==> src/rtl/audio_pkg.sv <==
// Shared types and constants for the audio capture path.
// PLAY_SHIFT mirrors the playback side's left shift so capture undoes it.
package audio_pkg;
    typedef enum logic [1:0] {
        ST_IDLE    = 2'd0,
        ST_CAPTURE = 2'd1,
        ST_DONE    = 2'd2
    } cap_state_t;

    localparam int SAMPLE_W      = 16;
    localparam int PLAY_SHIFT    = 14;
    localparam int DEFAULT_DEPTH = 10000;
endpackage

==> src/rtl/audio_mix_sat.sv <==
// Mono downmix of a 32-bit stereo pair into one saturated 16-bit sample.
// ((L+R)>>>1)>>>PLAY_SHIFT is folded into one arithmetic shift of the 34-bit sum.
module audio_mix_sat
    import audio_pkg::*;
(
    input  logic [31:0]         i_left,
    input  logic [31:0]         i_right,
    output logic [SAMPLE_W-1:0] o_sample
);
    localparam logic signed [33:0] MAXV = 34'((1 << (SAMPLE_W - 1)) - 1);
    localparam logic signed [33:0] MINV = ~MAXV;

    logic signed [33:0] w_sum;
    logic signed [33:0] w_shift;

    assign w_sum   = $signed({{2{i_left[31]}}, i_left}) + $signed({{2{i_right[31]}}, i_right});
    assign w_shift = w_sum >>> (PLAY_SHIFT + 1);

    always_comb begin
        o_sample = w_shift[SAMPLE_W-1:0];
        if (w_shift > MAXV)
            o_sample = MAXV[SAMPLE_W-1:0];
        else if (w_shift < MINV)
            o_sample = MINV[SAMPLE_W-1:0];
    end
endmodule

==> src/rtl/audio_capture.sv <==
// Captures decimated mono samples from the codec FIFO into a sample RAM.
// The codec is always drained; pairs are only kept while capturing.
module audio_capture
    import audio_pkg::*;
#(
    parameter int DEPTH  = DEFAULT_DEPTH,
    parameter int ADDR_W = 16,
    parameter int DECIM  = 1
) (
    input  logic                CLOCK_50,
    input  logic                reset,
    input  logic                start,
    input  logic                stop,
    input  logic                loop_en,
    input  logic                audio_in_available,
    input  logic [31:0]         left_channel_audio_in,
    input  logic [31:0]         right_channel_audio_in,
    output logic                read_audio_in,
    output logic [ADDR_W-1:0]   mem_address,
    output logic [SAMPLE_W-1:0] mem_data,
    output logic                mem_wren,
    output logic [ADDR_W-1:0]   sample_count,
    output logic                busy,
    output logic                done
);
    localparam logic [ADDR_W-1:0] LAST_ADDR = ADDR_W'(DEPTH - 1);
    localparam logic [ADDR_W-1:0] CNT_MAX   = ADDR_W'(DEPTH);
    localparam logic [15:0]       DEC_LAST  = 16'(DECIM - 1);

    cap_state_t          r_state;
    logic [ADDR_W-1:0]   r_addr;
    logic [SAMPLE_W-1:0] r_data;
    logic                r_wren;
    logic [ADDR_W-1:0]   r_count;
    logic [15:0]         r_dcnt;
    logic                r_busy;
    logic                r_done;

    logic [SAMPLE_W-1:0] w_sample;
    logic                w_last;

    audio_mix_sat u_mix (
        .i_left   (left_channel_audio_in),
        .i_right  (right_channel_audio_in),
        .o_sample (w_sample)
    );

    assign read_audio_in = audio_in_available & ~reset;
    // Reset in the write cycle must cancel the strobe already sitting in r_wren.
    assign mem_wren      = r_wren & ~reset;
    assign mem_address   = r_addr;
    assign mem_data      = r_data;
    assign sample_count  = r_count;
    assign busy          = r_busy;
    assign done          = r_done;

    // The write in flight is the final one of a one-shot capture.
    assign w_last = r_wren && (r_addr == LAST_ADDR) && !loop_en;

    always_ff @(posedge CLOCK_50) begin
        if (reset) begin
            r_state <= ST_IDLE;
            r_addr  <= '0;
            r_data  <= '0;
            r_wren  <= 1'b0;
            r_count <= '0;
            r_dcnt  <= '0;
            r_busy  <= 1'b0;
            r_done  <= 1'b0;
        end else begin
            r_wren <= 1'b0;
            // Retire the write issued last cycle, even if stop/start lands now.
            if (r_wren) begin
                if (r_count != CNT_MAX)
                    r_count <= r_count + 1'b1;
                r_addr <= (r_addr == LAST_ADDR) ? '0 : r_addr + 1'b1;
            end
            case (r_state)
                ST_IDLE, ST_DONE: begin
                    if (start && !stop) begin
                        r_state <= ST_CAPTURE;
                        r_busy  <= 1'b1;
                        r_done  <= 1'b0;
                        r_addr  <= '0;
                        r_count <= '0;
                        r_dcnt  <= '0;
                    end
                end
                ST_CAPTURE: begin
                    if (stop) begin
                        r_state <= ST_IDLE;
                        r_busy  <= 1'b0;
                    end else if (start) begin
                        r_addr  <= '0;
                        r_count <= '0;
                        r_dcnt  <= '0;
                    end else if (w_last) begin
                        r_state <= ST_DONE;
                        r_busy  <= 1'b0;
                        r_done  <= 1'b1;
                    end else if (read_audio_in) begin
                        r_dcnt <= (r_dcnt == DEC_LAST) ? '0 : r_dcnt + 1'b1;
                        if (r_dcnt == '0) begin
                            r_data <= w_sample;
                            r_wren <= 1'b1;
                        end
                    end
                end
                default: begin
                    r_state <= ST_IDLE;
                    r_busy  <= 1'b0;
                    r_done  <= 1'b0;
                end
            endcase
        end
    end
endmodule

==> config.mk <==
export PLATFORM = sky130hd
export DESIGN_NAME = audio_capture
export DESIGN_NICKNAME = d
export VERILOG_FILES = /design/src/rtl/audio_pkg.sv /design/src/rtl/audio_mix_sat.sv /design/src/rtl/audio_capture.sv
export SDC_FILE = /design/constraint.sdc
export NUM_CORES = 1
export LEC_CHECK = 0
export ABC_AREA = 1
export BUFFER_PORTS_ARGS = -buffer_cell sky130_fd_sc_hd__buf_2
export CAP_MARGIN = 20
export CORE_MARGIN = 3
export CORE_UTILIZATION = 45
export DETAILED_ROUTE_END_ITERATION = 12
export PLACE_DENSITY = 0.68
export SYNTH_ARGS = -nofsm -noshare
export SYNTH_HDL_FRONTEND = slang
export SYNTH_SLANG_ARGS = --single-unit
==> constraint.sdc <==
create_clock -name CLOCK_50 -period 2.1 [get_ports CLOCK_50]
set_clock_uncertainty 0.1 [all_clocks]
set_input_delay 0.105 -clock CLOCK_50 [delete_from_list [all_inputs] [get_ports CLOCK_50]]
set_output_delay 0.105 -clock CLOCK_50 [all_outputs]
set_load 0.02 [all_outputs]
==> results by group <==
Route
  – DR vias/cell: 4.96
  – First-pass iteration count of the detailed router: 5
  – DR iter-0 viols: 432
  – Routed Antenna Nets: 0
  – Vias: 6038
  – Routed WL per cell: 12.0 um
  – Routed WL: 14700 um
  – DRC viols: 0

Layout
  – Layout cell share with drive strength beyond 1: 23.7%
  – Commonest non-fill, non-tap cell in the layout: nand2_1
  – Number of inserted diodes: 0
  – Most frequent cells in the layout: 256 x nand2_1, 121 x buf_2, 105 x inv_1
  – Final nets: 1151
  – Final instance area: 7000 sq um
  – Register Area: 1360 sq um
  – Area grow syn2layout: 25.6%
  – Area of the multi-input gates: 3730 sq um
  – Fillers: 1221
  – Final Core Density: 58.0%
  – Non-filler cells, final: 1218

STA
  – Final Max Slew Viols: 0
  – RSZ-0062 raised after global routing: yes
  – Hold Fails Final Rpt: 0
  – Max_slew headroom: 66.3%
  – Setup-failing EPs final: 0
  – Worst-margin pin slew: 0.501 ns
  – Tcrit/Tclk final: 93.3%
  – Max Clk Rate: 0.510 GHz
  – Final Critical Period: 1.96 ns

Clock network
  – Post-CTS Setup Bufs: 0
  – CTS buffer count: 9
  – CTS tree: done
  – Clk pin slew, worst setup/hold paths: 0.05 ns
  – Clk_lat worst skew: 0.33 ns
  – Root Buffer: clkbuf_16
  – Longest Clk Path Bufs: 2
  – H-Tree Depth: 3
  – Clock tree sinks: 68

Setup path
  – Worst setup EP type: flip-flop
  – Path depth of the worst reg2reg path: 9
  – Critical-path cell with the highest stage delay: dfxtp_1
  – Startpoint types: flip-flop
  – WS Path Type: flip-flop to flip-flop
  – Crit path cell chain: inv_1, ha_1, nand3_1, nor4_4, nand4_1, nor2_4, nand3_2, nand2_4, a21oi_1
  – CP Data Arrival Time: 2.07 ns
  – Crit path largest cell delay: 0.33 ns
  – CP Data Required Time: 2.21 ns
  – Crit path max fanout: 15

Die
  – Die width: 117 um
  – Area of the core: 12100 sq um
  – Die area: 13800 sq um
  – Die Ht: 117 um
  – Initial core utilization: 46.2%
  – I/O Pins: 122
  – Row Count: 40

Yosys
  – Synthesized Nets: 983
  – Syn avg cell area: 6.35 sq um
  – Seq/Total Area, Yosys: 24.4%
  – Synth cell types: 45
  – Syn Inst Count: 877
  – Number of synthesized register bits: 68
  – Ys Warns: 0
  – Synthesized area: 5570 sq um

Job
  – Max-cap viol count: 0

Global routing
  – First-pass GRT wire length: 24600 um
  – GRT Total Usage: 21.9%
  – Antenna violations before repair: 0
  – Largest net degree at the start of global routing: 19
  – Grt ovf: 0
  – Vias in the first global route: 5493

Pwr
  – Pleak: 3.36 nW
  – Power Density: 529 nW/um^2
  – Maximum vdd drop: 0.345 mV

Place
  – Number of I/O port buffers: 121
  – DP Area: 6670 sq um
  – Dpl hpwl: 11900 um
  – Final RePlAce weighted congestion: 0.894
  – Cells after DPL: 1201

Hold path
  – Hold Path Class: input pin to flip-flop
  – Hold depth: 4

Run status
  – Status: finished clean
[Yosys cell counts]
cell      count  area (sq um)
buf_2         3          15.0
o21bai_1     11          82.6
nor4_4        1          21.3
nor2_4        1          11.3
nand3_1      41           205
inv_2         9          33.8
a211oi_2      1          12.5
nand3b_1      2          15.0
a21oi_2      15           131
o211ai_1      1          7.51
a21oi_1      59           295
or2_2         1          6.26
clkinv_1      1          3.75
buf_4         1          7.51
buf_8         1          15.0
nand2_1     256           961
nor4_1        7          43.8
a211oi_1     13          97.6
nand2_2       9          56.3
buf_6         2          22.5
xnor2_1      11          96.3
a21boi_2      1          11.3
inv_1       105           394
nor4_2        2          25.0
nor2_2       10          62.6
xor2_1       20           175
nor2_1       95           357
o21a_1        1          7.51
nand4_1      14          87.6
o21ai_2       1          8.76
nor3_2        4          40.0
ha_1         36           450
o21ai_4       1          16.3
a21o_1        2          15.0
o21ai_0      25           125
nor3b_2       2          25.0
nand2_4       2          22.5
nand3_2       3          30.0
clkbuf_1      4          15.0
nor3b_1       4          30.0
a21boi_0      1          7.51
a21boi_4      1          18.8
dfxtp_1      68          1360
nor3_1       28           140
and3_1        1          6.26
[where the power goes]
part           switching (W)  leakage, nW  internal, W
Clock               0.000563        0.137     0.000911
Combinational       0.000558         2.68     0.000361
Sequential        0.00000821        0.548      0.00130
Total                0.00113         3.36      0.00257
[registers in the layout, summed over array words and instances, names as in the netlist]
name / flops
mem_address: 16
mem_data: 16
r_dcnt: 16
sample_count: 16
busy: 1
done: 1
r_state: 1
r_wren: 1
[layout make-up]
cell class	instances	share of cell area, %
tap	168	3.00
inverter	115	6.17
clock inverter	7	0.965
sequential	68	19.5
multi-input combinational	683	53.3
clock buffer	9	3.22
timing repair buffer	168	13.9
[cell families after synthesis]
logic type / Yosys count / share of synthesized area (%)
AND/OR/NAND/NOR: 483 / 38.5
buffers and inverters: 126 / 9.09
XOR/XNOR: 31 / 4.87
adder cells (fa/ha/maj): 36 / 8.08
flip-flops: 68 / 24.4
AO/OA/AOI/OAI: 133 / 15.0
[critical path, delay by kind of cell, from the launching register on]
family	cells	cell delay, ns
AND/OR/NAND/NOR	6	1.08
flip-flops	1	0.33
adder cells (fa/ha/maj)	1	0.15
AO/OA/AOI/OAI	1	0.11
buffers and inverters	1	0.09
[timing repair]
item,CTS,global route
resized for setup,0,5
endpoints found under the setup margin,0,27
endpoints found under the hold margin,6,0
hold buffers,1,0
[path summary, 6_finish.rpt]
| check | startpoint | to | slack [ns] |
|---|---|---|---|
| min reg2reg | mem_data[15]$_SDFFE_PP0P_ | mem_data[15]$_SDFFE_PP0P_ | 0.40 |
| max | r_dcnt[1]$_SDFFE_PP0P_ | mem_data[9]$_SDFFE_PP0P_ | 0.14 |
| max reg2reg | r_dcnt[1]$_SDFFE_PP0P_ | mem_data[9]$_SDFFE_PP0P_ | 0.14 |
| min | stop | busy$_SDFFE_PP0P_ | 0.04 |
[metrics by stage]
step	hold WS [ns]	setup TNS [ns]	total power, W	setup WS, ns
floorplan	0.176	0	0.00196	0.0860
global placement	0.341	-0.0243	0.00224	-0.00407
detailed placement	0.344	-0.288	0.00224	-0.0395
CTS	0.0316	0	0.00373	0.0680
global route	0.0763	-0.0591	0.00390	-0.0109
finish	0.0353	0	0.00370	0.140
[routing by layer]
layer | vias to the layer above | GRT usage, % | wire length [um]
met5 | - | 0 | 0
met4 | 0 | 5.43 | 214
met3 | 14 | 3.19 | 834
met2 | 175 | 36.9 | 6800
met1 | 2651 | 29.3 | 6830
li1 | 3198 | - | -
Power figures use the tool's default switching activity.
